### src/rtl/vga_sync_gen.sv
// vga_sync_gen
//
// Parametrised VGA timing generator with a valid/ready pixel stream input.
// A clock divider produces a pixel tick. Each tick advances the horizontal
// and vertical counters. The sync, colour, display-active and strobe
// outputs are registered on the tick and describe the count that was
// present at that tick.
//
// Ports:
//   clk           system clock
//   reset         synchronous, active-high reset
//   enable        1 = timing runs; 0 = divider, counters and outputs freeze
//   si_rgb        stream pixel data (CD bits)
//   si_valid      stream pixel valid
//   si_ready      pixel consumed this cycle (tick inside the active area)
//   hsync         registered horizontal sync
//   vsync         registered vertical sync
//   rgb           registered pixel to the monitor (0 outside the active area)
//   video_on      registered display-active flag
//   hc, vc        current horizontal / vertical counts
//   pix_tick      pixel-advance strobe
//   line_start    one-clock pulse after the tick at hc == 0
//   frame_start   one-clock pulse after the tick at hc == 0, vc == 0
//   underflow     sticky flag: an active pixel arrived without si_valid
//   underflow_clr clears underflow (a new underflow in the same cycle wins)

module vga_sync_gen #(
    parameter int CD           = 12,
    parameter int COUNTER_BITS = 11,
    parameter int CLK_DIV      = 4,
    parameter int HD           = 640,
    parameter int HF           = 16,
    parameter int HR           = 96,
    parameter int HB           = 48,
    parameter int VD           = 480,
    parameter int VF           = 10,
    parameter int VR           = 2,
    parameter int VB           = 33,
    parameter int HSYNC_POL    = 0,
    parameter int VSYNC_POL    = 0
) (
    input  logic                    clk,
    input  logic                    reset,
    input  logic                    enable,
    input  logic [CD-1:0]           si_rgb,
    input  logic                    si_valid,
    output logic                    si_ready,
    output logic                    hsync,
    output logic                    vsync,
    output logic [CD-1:0]           rgb,
    output logic                    video_on,
    output logic [COUNTER_BITS-1:0] hc,
    output logic [COUNTER_BITS-1:0] vc,
    output logic                    pix_tick,
    output logic                    line_start,
    output logic                    frame_start,
    output logic                    underflow,
    input  logic                    underflow_clr
);

    localparam int HT = HD + HF + HR + HB;
    localparam int VT = VD + VF + VR + VB;

    // A single-bit divider register is kept even for CLK_DIV == 1; it then
    // sits at 0, which equals the last divider value, so every enabled
    // clock is a tick.
    localparam int DIV_W = (CLK_DIV > 1) ? $clog2(CLK_DIV) : 1;
    localparam logic [DIV_W-1:0] DIV_LAST = DIV_W'(CLK_DIV - 1);

    // All count comparisons happen at counter width.
    localparam logic [COUNTER_BITS-1:0] H_LAST   = COUNTER_BITS'(HT - 1);
    localparam logic [COUNTER_BITS-1:0] V_LAST   = COUNTER_BITS'(VT - 1);
    localparam logic [COUNTER_BITS-1:0] H_DISP   = COUNTER_BITS'(HD);
    localparam logic [COUNTER_BITS-1:0] V_DISP   = COUNTER_BITS'(VD);
    localparam logic [COUNTER_BITS-1:0] HS_FIRST = COUNTER_BITS'(HD + HF);
    localparam logic [COUNTER_BITS-1:0] HS_LAST  = COUNTER_BITS'(HD + HF + HR - 1);
    localparam logic [COUNTER_BITS-1:0] VS_FIRST = COUNTER_BITS'(VD + VF);
    localparam logic [COUNTER_BITS-1:0] VS_LAST  = COUNTER_BITS'(VD + VF + VR - 1);
    localparam logic [COUNTER_BITS-1:0] CNT_ZERO = '0;
    localparam logic [COUNTER_BITS-1:0] CNT_ONE  = COUNTER_BITS'(1);

    localparam logic HS_ON  = 1'(HSYNC_POL);
    localparam logic HS_OFF = ~HS_ON;
    localparam logic VS_ON  = 1'(VSYNC_POL);
    localparam logic VS_OFF = ~VS_ON;

    localparam bit TIMING_FITS = (longint'(HT) <= (longint'(1) << COUNTER_BITS)) &&
                                 (longint'(VT) <= (longint'(1) << COUNTER_BITS));

    logic [DIV_W-1:0] div;
    logic             tick;
    logic             h_wrap;
    logic             act;
    logic             hs_act;
    logic             vs_act;

    // Tick and decode of the count currently held in hc/vc.
    always_comb begin
        tick   = enable && (div == DIV_LAST);
        h_wrap = (hc == H_LAST);
        act    = (hc < H_DISP) && (vc < V_DISP);
        hs_act = (hc >= HS_FIRST) && (hc <= HS_LAST);
        vs_act = (vc >= VS_FIRST) && (vc <= VS_LAST);
    end

    assign pix_tick = tick;
    assign si_ready = tick && act;

    // Pixel-clock divider. It holds its phase while disabled so that timing
    // resumes exactly where it stopped.
    always_ff @(posedge clk) begin
        if (reset) begin
            div <= '0;
        end else if (enable) begin
            if (div == DIV_LAST) begin
                div <= '0;
            end else begin
                div <= div + DIV_W'(1);
            end
        end
    end

    // Horizontal and vertical counters; vc advances on the hc wrap.
    always_ff @(posedge clk) begin
        if (reset) begin
            hc <= '0;
            vc <= '0;
        end else if (tick) begin
            if (h_wrap) begin
                hc <= '0;
                if (vc == V_LAST) begin
                    vc <= '0;
                end else begin
                    vc <= vc + CNT_ONE;
                end
            end else begin
                hc <= hc + CNT_ONE;
            end
        end
    end

    // Level outputs describe the count seen at the most recent tick and hold
    // between ticks.
    always_ff @(posedge clk) begin
        if (reset) begin
            hsync    <= HS_OFF;
            vsync    <= VS_OFF;
            video_on <= 1'b0;
            rgb      <= '0;
        end else if (tick) begin
            hsync    <= hs_act ? HS_ON : HS_OFF;
            vsync    <= vs_act ? VS_ON : VS_OFF;
            video_on <= act;
            rgb      <= (act && si_valid) ? si_rgb : '0;
        end
    end

    // Strobes are one system clock wide: any clock without a tick (including
    // disabled clocks) drops them, so a pulse is never stretched.
    always_ff @(posedge clk) begin
        if (reset) begin
            line_start  <= 1'b0;
            frame_start <= 1'b0;
        end else begin
            line_start  <= tick && (hc == CNT_ZERO);
            frame_start <= tick && (hc == CNT_ZERO) && (vc == CNT_ZERO);
        end
    end

    // Sticky underflow. Setting has priority over a simultaneous clear so a
    // fresh underflow is never lost.
    always_ff @(posedge clk) begin
        if (reset) begin
            underflow <= 1'b0;
        end else if (tick && act && !si_valid) begin
            underflow <= 1'b1;
        end else if (underflow_clr) begin
            underflow <= 1'b0;
        end
    end

    // Simulation-only guard that the frame fits the counter width.
    always_ff @(posedge clk) begin
        assert (TIMING_FITS);
    end

endmodule

### config.mk
export PLATFORM = sky130hd
export DESIGN_NAME = vga_sync_gen
export DESIGN_NICKNAME = d
export VERILOG_FILES = /design/src/rtl/vga_sync_gen.sv
export SDC_FILE = /design/constraint.sdc
export NUM_CORES = 1
export LEC_CHECK = 0
export CAP_MARGIN = 10
export CORE_UTILIZATION = 50
export CTS_BUF_LIST = sky130_fd_sc_hd__clkbuf_16
export DETAILED_ROUTE_END_ITERATION = 10
export GPL_ROUTABILITY_DRIVEN = 1
export PLACE_DENSITY = 0.85
export SYNTH_ARGS = -nofsm -noshare
export SYNTH_HDL_FRONTEND = slang
export SYNTH_SLANG_ARGS = --single-unit
### constraint.sdc
create_clock -name clk -period 3.8 [get_ports clk]
set_input_delay 0.57 -clock clk [delete_from_list [all_inputs] [get_ports clk]]
set_output_delay 0.57 -clock clk [all_outputs]
set_load 0.01 [all_outputs]
==> flow_metrics.py, run 1 <==
metrics = {
    "clocking": {
        "cts.sinks": 42,
        "clk_path_buf_depth": 2,
        "htree_levels": 2,
        "cts_tree": "yes",
        "ctsResizeCount": 0,
        "hold_buffers": 0,
        "postCtsSetupBuffers": 0,
        "cts-buffers-inserted": 5,
        "insertion_delay_ns": 0.28,
        "clk_pin_slew_ns": 0.06,
        "cts_root_buf": "clkbuf_16",
    },
    "synthesis": {
        "synth_nets": 241,
        "synth_edf_count": 0,
        "yosysSeqAreaShare_pct": 43.6,
        "synthArstFlopShare_pct": 0,
        "ys.flop_type": "dfxtp_1",
        "synth_common_cells": "42 x dfxtp_1, 17 x nor2_1, 15 x a21oi_1",
        "ys_warn_count": 0,
        "syn_area_um2": 1930,
        "synth.most_common_cell": "dfxtp_1",
        "synth_top_area_share_pct": 43.6,
        "avgSynthCellArea_um2": 8.82,
        "netlist_instances": 219,
        "synth_cell_type_count": 42,
        "ys_top_cells_by_area": "dfxtp_1 44%, a22o_1 5.4%, a21oi_1 3.9%, xnor2_1 3.6%, nor2_1 3.3%",
        "synth_seq_cells": 42,
        "yosysTopAreaCell": "dfxtp_1",
    },
    "floorplan": {
        "die_h_um": 64.1,
        "core_um2": 3690,
        "initial_utilization_pct": 52.3,
        "dieArea_um2": 4110,
        "io_pins": 59,
        "dieWidth_um": 64.1,
        "num_rows": 22,
    },
    "power": {
        "p_per_area_nw_per_um2": 331,
        "p_leak_nw": 0.910,
        "ir_worst_vdd_mv": 0.268,
    },
    "routing": {
        "drt_iter0_drc": 94,
        "routedWlPerCell_um": 14.7,
        "drc_errors": 0,
        "ant_nets": 0,
        "highest_layer": "met4",
        "routed-wl-met2_mm": 2.23,
        "wl_met3_um": 346,
        "wl_met1_mm": 2.11,
        "firstDrtPassIters": 4,
        "wirelength_mm": 4.75,
        "vias_per_cell": 5.82,
        "vias": 1880,
    },
    "sta": {
        "drv_slew": 0,
        "period_minus_slack_ns": 2.99,
        "final.setup.tns_ns": 0,
        "clock.fmax_mhz": 334,
        "worst_pin_slew_ns": 0.746,
        "setup_viol": 0,
        "fin_crit_sh_pct": 78.7,
        "maxSlewHeadroom_pct": 50.1,
        "hold_viol_final": 0,
        "rsz0062_at_grt": "false",
        "finClkSkew_ns": 0.00321,
    },
    "job": {
        "max_cap_violations": 0,
    },
    "final_layout": {
        "insertedDiodeCount": 0,
        "final_cells": 323,
        "areaGrowthSynthToFinish_pct": 38.9,
        "final_nets": 296,
        "final_util_pct": 72.7,
        "drive_gt1_share_pct": 5.82,
    },
    "setup_path": {
        "slowest_delay_ns": 0.60,
        "cp_max_fo": 13,
        "crit_arrival_ns": 2.42,
        "cp-end-kind": "primary output",
        "crit_type": "input pin to primary output",
        "rr_endpoint": "vc[10]",
        "cp_cell_sequence": "clkdlybuf4s50_1 -> nand2_1 -> buf_4 -> clkinv_1 -> nand4_1 -> inv_1 -> clkdlybuf4s50_1",
        "crit_required_ns": 3.23,
        "crit_path_top_delay_cell": "clkdlybuf4s50_1",
        "ff2ff_setup_slack_ns": 1.44,
        "r2r-start": "hc[0]",
        "worstRegToRegCells": 5,
        "start_kind": "input pin",
        "crit_top_cell": "clkdlybuf4s50_1",
    },
    "placed_design": {
        "hpwl_mm": 3.42,
        "dp.cells": 315,
        "port_buffers": 58,
        "place_congestion": 0.788,
    },
    "worst_hold_path": {
        "hold_depth": 2,
        "hold_class": "flip-flop to flip-flop",
        "hold_path_end": "video_on",
        "hold_start": "video_on",
    },
    "grt": {
        "grt.total_usage_pct": 24.5,
        "antenna_found_initial": 0,
        "grt_max_degree": 16,
        "grt_first_pass_wirelength_mm": 7.81,
        "grt_pass1_vias": 1702,
        "overflow": 0,
    },
    "outcome": {
        "status": "finished clean",
    },
}
[power breakdown]
group / total (mW) / switching [mW] / internal [mW]
Combinational: 0.0458 / 0.0197 / 0.0262
Clock: 0.395 / 0.158 / 0.237
Sequential: 0.447 / 0.00290 / 0.445
Total: 0.888 / 0.180 / 0.708
[registers in the layout (all words and copies together), names as in the netlist]
| signal | count |
|---|---|
| line_start | 1 |
| underflow | 1 |
| vsync | 1 |
| frame_start | 1 |
| rgb | 12 |
| vc | 11 |
| video_on | 1 |
| hsync | 1 |
| hc | 11 |
| div | 2 |
[stage by stage]
stage / area, um2 / worst slack [ns] / hold slack (ns) / power, mW
floorplan: 1930 / 1.60 / 0.465 / 0.476
global placement: 2540 / 0.869 / 0.461 / 0.501
detailed placement: 2540 / 0.814 / 0.463 / 0.503
CTS: 2680 / 0.806 / 0.476 / 0.898
global route: 2680 / 0.672 / 0.501 / 0.921
finish: 2680 / 0.810 / 0.477 / 0.888
[worst max-delay path, delay by kind of cell]
kind	cells	cell delay, ns
buf+inv	5	1.60
simple gates	2	0.25
[layout by cell type, fill, tap and decap left out, types with 2 or more instances in the layout]
cell type / n
o31ai_1: 2
buf_4: 3
clkdlybuf4s50_1: 58
xor2_1: 3
or4_4: 3
nand2_1: 13
or4_1: 3
nor2_1: 17
o311ai_0: 2
ha_1: 5
or2_2: 2
a21oi_1: 15
xnor2_1: 8
o32ai_1: 4
nand4_1: 8
a22o_1: 12
a31oi_1: 3
inv_1: 13
nor4_1: 5
clkinv_1: 2
clkbuf_16: 5
nand3_1: 10
nand2b_1: 5
nor3_1: 5
or3_1: 4
dfxtp_1: 42
o21ai_0: 6
[worst max-delay path by stage]
stage	startpoint	to	slack [ns]
global route	enable	si_ready	0.67
global placement	enable	si_ready	0.87
CTS	enable	si_ready	0.81
floorplan	hc[5]	vc[10]	1.60
finish	enable	si_ready	0.81
detailed placement	enable	si_ready	0.81
[logic make-up after synthesis]
logic type                 Yosys count  share of synthesized area, %
DFF                                 42                          43.6
muxes                                1                         0.518
AOI/OAI and AO/OA                   51                          18.4
xor gates and xnor gates            11                          4.99
buffers and inverters               26                          5.44
adders and majority gates            5                          3.24
and+or+nand+nor                     83                          23.9
[metal layers]
metal	global-route usage (%)	vias to the layer above
met2	37.9	80
li1	-	920
met3	4.82	9
met4	10.8	0
met1	32.9	871
met5	0	-
[layout make-up]
class / count / area [um2]
Sequential cell: 42 / 841
Multi-Input combinational cell: 151 / 991
Tap cell: 48 / 60.1
Inverter: 13 / 48.8
Fill cell: 286 / 1010
Timing Repair Buffer: 61 / 603
Clock buffer: 5 / 125
Clock inverter: 3 / 12.5
No activity file was read; power rests on OpenSTA's default activity.
==> run 2: changes to the inputs <==
--- a/config.mk
+++ b/config.mk
@@ -6,11 +6,11 @@
 export NUM_CORES = 1
 export LEC_CHECK = 0
 export CAP_MARGIN = 10
-export CORE_UTILIZATION = 50
+export CORE_UTILIZATION = 42
 export CTS_BUF_LIST = sky130_fd_sc_hd__clkbuf_16
 export DETAILED_ROUTE_END_ITERATION = 10
 export GPL_ROUTABILITY_DRIVEN = 1
-export PLACE_DENSITY = 0.85
+export PLACE_DENSITY = 0.76
 export SYNTH_ARGS = -nofsm -noshare
 export SYNTH_HDL_FRONTEND = slang
 export SYNTH_SLANG_ARGS = --single-unit
==> constraint.sdc (replaced) <==
create_clock -name clk -period 2.49 [get_ports clk]
set_input_delay 0.3735 -clock clk [delete_from_list [all_inputs] [get_ports clk]]
set_output_delay 0.3735 -clock clk [all_outputs]
set_load 0.01 [all_outputs]
==> flow_metrics.py, run 2 (same netlist as run 1, synthesis figures left out) <==
metrics = {
    "routing": {
        "drc_errors": 0,
        "vias_per_cell": 5.58,
        "vias": 1858,
        "drt_iter0_drc": 97,
        "firstDrtPassIters": 4,
        "wirelength_mm": 4.93,
        "routedWlPerCell_um": 14.8,
        "ant_nets": 0,
    },
    "setup_path": {
        "crit_arrival_ns": 2.53,
        "cp-end-kind": "flip-flop",
        "crit_family": "simple AND/OR/NAND/NOR gates",
        "crit_required_ns": 2.71,
        "crit_start": "hc[10]",
        "crit_top_cell": "or4_4",
        "cp_cell_sequence": "or4_4 -> or4_4 -> or4_1 -> a21oi_1",
        "slowest_delay_ns": 0.64,
        "r2r-start": "hc[10]",
        "crit_type": "flip-flop to flip-flop",
        "start_kind": "flip-flop",
        "worstRegToRegCells": 4,
        "cp_max_fo": 13,
        "path_buf_inv": 0,
        "cp.depth": 4,
        "crit_path_top_delay_cell": "or4_4",
        "ff2ff_setup_slack_ns": 0.19,
    },
    "grt": {
        "grt_pass1_vias": 1700,
        "grt.total_usage_pct": 20.9,
        "grt_max_degree": 24,
        "grt_first_pass_wirelength_mm": 8.29,
        "overflow": 0,
        "antenna_found_initial": 0,
    },
    "sta": {
        "setup_slack_ns": 0.187,
        "drv_slew": 0,
        "rsz0062_at_grt": "false",
        "worst_pin_slew_ns": 0.736,
        "finalHoldWorstSlack_ns": 0.459,
        "clock.fmax_mhz": 434,
        "period_minus_slack_ns": 2.30,
        "fin_crit_sh_pct": 92.5,
        "hold_viol_final": 0,
        "maxSlewHeadroom_pct": 50.7,
        "final.setup.tns_ns": 0,
        "setup_viol": 0,
        "finClkSkew_ns": 0.00540,
    },
    "power": {
        "ir_worst_vdd_mv": 0.452,
        "p_leak_nw": 0.939,
        "p_per_area_nw_per_um2": 515,
        "fin_total_pwr_mw": 1.41,
    },
    "clocking": {
        "htree_levels": 2,
        "cts.sinks": 42,
        "postCtsSetupBuffers": 0,
        "cts-buffers-inserted": 5,
        "clk_path_buf_depth": 2,
        "ctsResizeCount": 0,
        "cts_root_buf": "clkbuf_16",
        "clk_pin_slew_ns": 0.06,
        "cts_tree": "yes",
        "hold_buffers": 0,
        "insertion_delay_ns": 0.29,
    },
    "final_layout": {
        "final_util_pct": 62.6,
        "final_cell_mix": "58 x clkdlybuf4s50_1, 42 x dfxtp_1, 17 x nor2_1, 15 x a21oi_1, 13 x nand2_1",
        "regMostFlops": "rgb",
        "insertedDiodeCount": 0,
        "largest_reg_flops": 12,
        "final_common_cell": "clkdlybuf4s50_1",
        "reg.largest.list": "rgb (12), hc (11), vc (11)",
        "areaGrowthSynthToFinish_pct": 42.1,
        "final_nets": 302,
        "drive_gt1_share_pct": 8.54,
    },
    "worst_hold_path": {
        "hold_start": "video_on",
        "hold_class": "flip-flop to flip-flop",
        "hold_depth": 2,
    },
    "placed_design": {
        "place_congestion": 0.876,
        "hpwl_mm": 3.43,
        "port_buffers": 58,
        "place_worst_setup_slack_ns": 0.213,
    },
    "floorplan": {
        "die_h_um": 69.8,
        "num_rows": 24,
        "dieArea_um2": 4870,
        "initial_utilization_pct": 44.0,
        "dieWidth_um": 69.8,
        "core_um2": 4380,
        "io_pins": 59,
    },
    "outcome": {
        "status": "finished clean",
    },
    "job": {
        "max_cap_violations": 0,
    },
}
[run 2: area by class of cell]
type	instances	area (um2)
fill	384	1640
multi-input combinational	151	991
sequential	42	841
timing repair buffer	67	648
clock buffer	5	125
tap	52	65.1
inverter	13	48.8
clock inverter	3	25.0
[run 2: per-layer routing]
layer	part of all wire [%]	up-vias	routed length, um	GRT usage [%]
li1	-	924	-	-
met1	46	870	2260	28.6
met2	47	57	2300	31.8
met3	6.0	7	296	5.81
met4	1.4	0	69	6.67
met5	0	-	0	0
[run 2: power breakdown]
part,switching (mW),internal (mW)
clock network,0.284,0.377
logic,0.0304,0.0418
registers,0.00343,0.678
total,0.318,1.10
[run 2: path summary, 6_finish.rpt]
path | end
setup / recovery | vc[10]
hold / removal | video_on
setup reg to reg | vc[10]
hold reg to reg | video_on
[run 2: metrics by stage]
stage	instances	cell area [um2]
final	333	2740
after global routing	333	2740
after CTS	333	2740
after detailed placement	325	2590
after global placement	325	2590
after floorplan	219	1930
[run 2: worst register-to-register path: cells and delay by family, from the launching register on]
kind / cells / cell delay, ns
AOI/OAI and AO/OA: 1 / 0.14
DFF: 1 / 0.37
and+or+nand+nor: 3 / 1.72
==> variant 1 (flow settings as in run 2) <==
Change the parameter `CLK_DIV` from 4 to 8.
--- a/src/rtl/vga_sync_gen.sv
+++ b/src/rtl/vga_sync_gen.sv
@@ -27,7 +27,7 @@
 module vga_sync_gen #(
     parameter int CD           = 12,
     parameter int COUNTER_BITS = 11,
-    parameter int CLK_DIV      = 4,
+    parameter int CLK_DIV      = 8,
     parameter int HD           = 640,
     parameter int HF           = 16,
     parameter int HR           = 96,
Check against the original RTL: not equivalent (a bounded check fails within 4 cycles, from zero or initial values and one cycle with reset high).
==> variant 1 against run 2 <==
The run now ends with design-rule violations left; utilization up 0.59 points; sequential power is 3.4% higher; routed wire length decreased by 1.0%; cell area is 2.3% higher; synthesized area up 2.6%; sequential cell count grew 1; total power increased by 14%; worst setup slack improved by 0.010 ns; critical endpoint is now si_ready; largest power group is now clock; highest routed layer unchanged.
==> variant 1: results (changes against run 2) <==
run status=complete, but fails checks; violations in the final reports=design-rule violations; buffers from clock root to sink, at most=2 (unchanged); number of placed instances, taps included=322 (-0.92%); Yosys warning total=0 (unchanged); number of cell instances on the worst register-to-register path=8 (+4); maximum VDD drop=354.5 µV (-22%); global-route wire length before repair=8.169 mm (-1.5%); maximum cell stage delay along the critical path=0.53 ns (-0.11 ns); maximum number of pins on one net before global-route repair=15 (-38%); routed length per instance=14.78 µm (-0.14%); final std cells w/o fill=330 (-0.90%); total overflow reported by the global router=0 (unchanged); vias in the first global route=1,801 (+5.9%); clk_skew=0.003108 ns (-0.002296 ns); slowest library cell on the worst path=clkdlybuf4s50_1; clock network latency to the later pin of the worst-skew pair=about 0.28 ns; syn_nets=241 (unchanged); filler cell count in the final layout=377 (-1.8%); internal portion of total power=1.309 mW (+19%); reg2reg start=div[0]; Detailed Routing Iterations Pass 1=7 (+3); Worst Path Arrival=1.92 ns (-0.61 ns); sequential cell area fraction in the yosys report=43.46% (-0.090 points); clock tree root buffer cell=clkbuf_16; placed wire-length estimate=3.457 mm (+0.80%); largest registers=rgb (12), hc (11), vc (11); count of nets after finishing=300 (-0.66%); gpl congestion=0.8732 (-0.31%); measured slew at the worst slew-check pin=0.7574 ns (+0.02121 ns); total via count in the routed design=1,891 (+1.8%); total DRC errors in the routed layout=6 (+6); GRT Total Usage=20.09% (-0.82 points); static leakage=0.9987 nW (+6.4%); ratio of cells with drive above 1 in the final layout=7.194% (-1.3 points); largest cells by area after synthesis=dfxtp_1, a22o_1, ha_1; Gate Count Post-Synth=218 (-0.46%); cell types with the highest counts after synthesis=dfxtp_1, nor2_1, nand2_1, a22o_1; starting DRC count in detailed routing=134 (+38%); antenna fix cells=0 (unchanged); slack of the worst reg-to-reg path=0.43 ns (+0.24 ns); kind of cell adding the most delay to the critical path=buffers and inverters; launch point of the worst hold path=video_on; r2r endpoint=vc[5]; clock-pin transition on the worst setup and hold timing paths=0.06 ns (about the same); sink of the worst hold path=video_on; CP max FO=3 (-10); share of async-settable or async-resettable flops after synthesis=0% (unchanged)
## variant 1: cell types whose count changed after synthesis, moves of 3 or more
cell      delta
inv_1        -3
a21oi_1      -5
and3_1       +4
clkbuf_1     -5
nand2b_1     -5
or4_4        -3
o32ai_1      -4
buf_2        +5
## variant 1: power groups by stage
stage	logic, mW	registers [mW]	clock network [mW]
4_1_cts	0.0666	0.705	0.846
6_report	0.0661	0.704	0.837
3_3_place_gp	0.0646	0.719	0
5_1_grt	0.0720	0.705	0.882
3_5_place_dp	0.0662	0.720	0
2_1_floorplan	0.0255	0.717	0
## variant 1: worst max path at each step
stage	startpoint	end	cells after the start
after floorplan	div[0]	vc[5]	8
after global placement	enable	si_ready	6
after detailed placement	enable	vc[2]	7
after CTS	hc[7]	si_ready	4
after global routing	div[0]	si_ready	7
final	div[0]	si_ready	7
## variant 1: per-stage QoR
stage	instance area [µm²]	worst slack, ns	hold slack (ns)
2_1_floorplan	1981	0.6885	0.4646
3_3_place_gp	2615	0.3371	0.4595
3_5_place_dp	2615	0.2968	0.4498
4_1_cts	2808	0.05805	0.4605
5_1_grt	2808	0.01127	0.4852
6_report	2808	0.1971	0.4639
## variant 1: logic make-up (layout without fill, tap and decap cells)
family          Yosys count  after routing  share of synthesized area [%]
xor+xnor                 10             10                          4.422
compound gates           48             48                          16.68
mux                       2              2                          1.011
fa+ha+maj                 6              6                          3.790
buf+inv                  23             83                          5.432
flops                    43             43                          43.46
simple gates             86             86                          25.20
## variant 1: worst min-delay path: stages (launching register included)
cell and delay [ns]:
dfxtp_1 0.31, nand2_1 0.05, a21oi_1 0.05
## variant 1: final cells by class
type	count	area [µm²]	area share (%)
multi-input cells	152	1018	36.27
well taps	52	65.06	2.317
inverters	10	37.54	1.337
clock buffers	5	125.1	4.456
repair buffers	65	633.1	22.55
flip-flops and latches	43	860.8	30.66
clock inverters	3	67.56	2.406
## variant 1: metal layers
| metal | routed length [µm] | global-route usage, % | vias up | share of wire (%) |
|---|---|---|---|---|
| li1 | - | - | 924 | - |
| met1 | 2214 | 24.69 | 892 | 45 |
| met2 | 2286 | 34.09 | 68 | 47 |
| met3 | 332 | 6.553 | 7 | 6.8 |
| met4 | 44 | 5.333 | 0 | 0.90 |
| met5 | 0 | 0 | - | 0 |
## variant 1: repair_timing
action | in CTS | in global routing
hold endpoints to repair | 0 | 0
resized for setup | 0 | 1
setup endpoints to repair | 0 | 1
buffers inserted | 0 | 0
==> variant 2 (config.mk and constraints of run 2) <==
Made on the original files. Put one more register stage on the output `hsync`, without a reset. The value now appears one clock later. The other outputs are not delayed to match. Comments in the files are not updated.
--- a/src/rtl/vga_sync_gen.sv
+++ b/src/rtl/vga_sync_gen.sv
@@ -87,6 +87,8 @@
     localparam bit TIMING_FITS = (longint'(HT) <= (longint'(1) << COUNTER_BITS)) &&
                                  (longint'(VT) <= (longint'(1) << COUNTER_BITS));
 
+    logic hsync_s0;
+
     logic [DIV_W-1:0] div;
     logic             tick;
     logic             h_wrap;
@@ -143,12 +145,12 @@
     // between ticks.
     always_ff @(posedge clk) begin
         if (reset) begin
-            hsync    <= HS_OFF;
+            hsync_s0 <= HS_OFF;
             vsync    <= VS_OFF;
             video_on <= 1'b0;
             rgb      <= '0;
         end else if (tick) begin
-            hsync    <= hs_act ? HS_ON : HS_OFF;
+            hsync_s0 <= hs_act ? HS_ON : HS_OFF;
             vsync    <= vs_act ? VS_ON : VS_OFF;
             video_on <= act;
             rgb      <= (act && si_valid) ? si_rgb : '0;
@@ -184,5 +186,9 @@
         assert (TIMING_FITS);
     end
 
+    always_ff @(posedge clk) begin
+        hsync <= hsync_s0;
+    end
+
 endmodule
 
Function: changed (Yosys sat finds a counterexample within 4 cycles, from zero or initial values and one cycle with reset high).
==> variant 2 against run 2 <==
Worst setup slack improved by 0.050 ns; cell area rose by 1.1%; routed wire length down 2.4%; synthesized area rose by 1.0%; sequential power rose by 2%; synthesized cell count is 0.46% higher; total power fell by 0.55%; maximum frequency increased by 2.2%; critical path depth stayed put; sequential cell count increased by 1; count of clock-buffer cells in the layout unchanged; utilization is 0.25 points higher; die area is 1.0% higher; largest cell class unchanged; highest routed layer unchanged.
==> variant 2: results (changes against run 2) <==
static leakage=0.9511 nW (+1.3%); launch point of the worst hold path=hsync_s0; Net Sw Power=0.3004 mW (-5.5%); Yosys warning total=0 (unchanged); routed length per instance=14.31 µm (-3.3%); total clock buffers created by CTS=5 (unchanged); run status=completed; measured slew at the worst slew-check pin=0.7651 ns (+0.02889 ns); syn_nets=242 (+0.41%); sequential cell area fraction in the yosys report=44.13% (+0.58 points); r2r endpoint=vc[5]; largest cells by area after synthesis=dfxtp_1, a22o_1, a21oi_1; vias per cell=5.625 (+0.81%); starting DRC count in detailed routing=123 (+27%); GRT Total Usage=20.22% (-0.69 points); cell types with the highest counts after synthesis=dfxtp_1, nor2_1, a21oi_1, nand2_1; Seq. pwr=0.698 mW (+2%); XOR/XNOR Fraction of Synth Area=4.939% (-0.051 points); DP Area=2629 µm² (+1.4%); Adder-Cell Fraction of Synth Area=3.207% (-0.033 points); placed wire-length estimate=3.429 mm (about the same); total via count in the routed design=1,890 (+1.7%); gpl congestion=0.8696 (-0.72%); reg2reg start=hc[6]; multiplexer area fraction after synthesis=0.5131% (-0.0053 points); slack of the worst reg-to-reg path=0.24 ns (+0.05 ns); vias in the first global route=1,695 (-0.29%); maximum number of pins on one net before global-route repair=19 (-21%); global-route wire length before repair=8.038 mm (-3.1%); Hold Crit Depth=0 (-2); clock tree root buffer cell=clkbuf_16; clk_skew=0.003567 ns (-0.001837 ns); ratio of cells with drive above 1 in the final layout=9.155% (+0.61 points); maximum VDD drop=317.5 µV (-30%); count of nets after finishing=305 (+0.99%); sink of the worst hold path=hsync; post-synthesis compound-gate area fraction=18.22% (-0.19 points); Gate Count Post-Synth=220 (+0.46%); clock-pin transition on the worst setup and hold timing paths=0.06 ns (about the same)
-- variant 2: how the worst max path moves through the flow --
stage / start / end / slack (ns) / cells after the start
after floorplan: hc[5] / vc[10] / 0.29 / 5
after global placement: enable / si_ready / 0.28 / 6
after detailed placement: enable / si_ready / 0.26 / 6
after CTS: hc[6] / vc[5] / 0.24 / 4
after global routing: hc[6] / vc[5] / 0.12 / 4
final: hc[6] / vc[5] / 0.24 / 4
-- variant 2: cell families after synthesis --
| kind of cell | after synthesis |
|---|---|
| xor+xnor | 11 |
| compound gates | 51 |
| mux | 1 |
| buf+inv | 26 |
| fa+ha+maj | 5 |
| flops | 43 |
| simple gates | 83 |
-- variant 2: routing by layer --
layer | track usage, % | routed length (µm) | up-vias
li1 | - | - | 929
met1 | 27.06 | 2207 | 882
met2 | 31.30 | 2194 | 71
met3 | 6.494 | 346 | 8
met4 | 5.556 | 61 | 0
met5 | 0 | 0 | -
-- variant 2: through the flow --
stage                     hold slack, ns  worst slack [ns]  power (mW)
after floorplan                   0.3306            0.2899      0.7433
after global routing              0.3659            0.1151       1.460
after global placement            0.3467            0.2798      0.7848
final                             0.3587            0.2367       1.406
after CTS                         0.3643            0.2417       1.417
after detailed placement          0.3555            0.2564      0.7859
-- variant 2: layout make-up --
| type | count | area (µm²) |
|---|---|---|
| Clock buffer | 5 | 125.1 |
| Clock inverter | 3 | 20.02 |
| Fill cell | 391 | 1640 |
| Inverter | 13 | 48.80 |
| Multi-Input combinational cell | 151 | 991.0 |
| Sequential cell | 43 | 860.8 |
| Tap cell | 52 | 65.06 |
| Timing Repair Buffer | 69 | 663.1 |
-- variant 2: worst max-delay path, cell delays in order (launching register included) --
cell and delay [ns]:
dfxtp_1 0.37, or4_4 0.54, or4_4 0.64, or4_1 0.51, o21ai_0 0.11
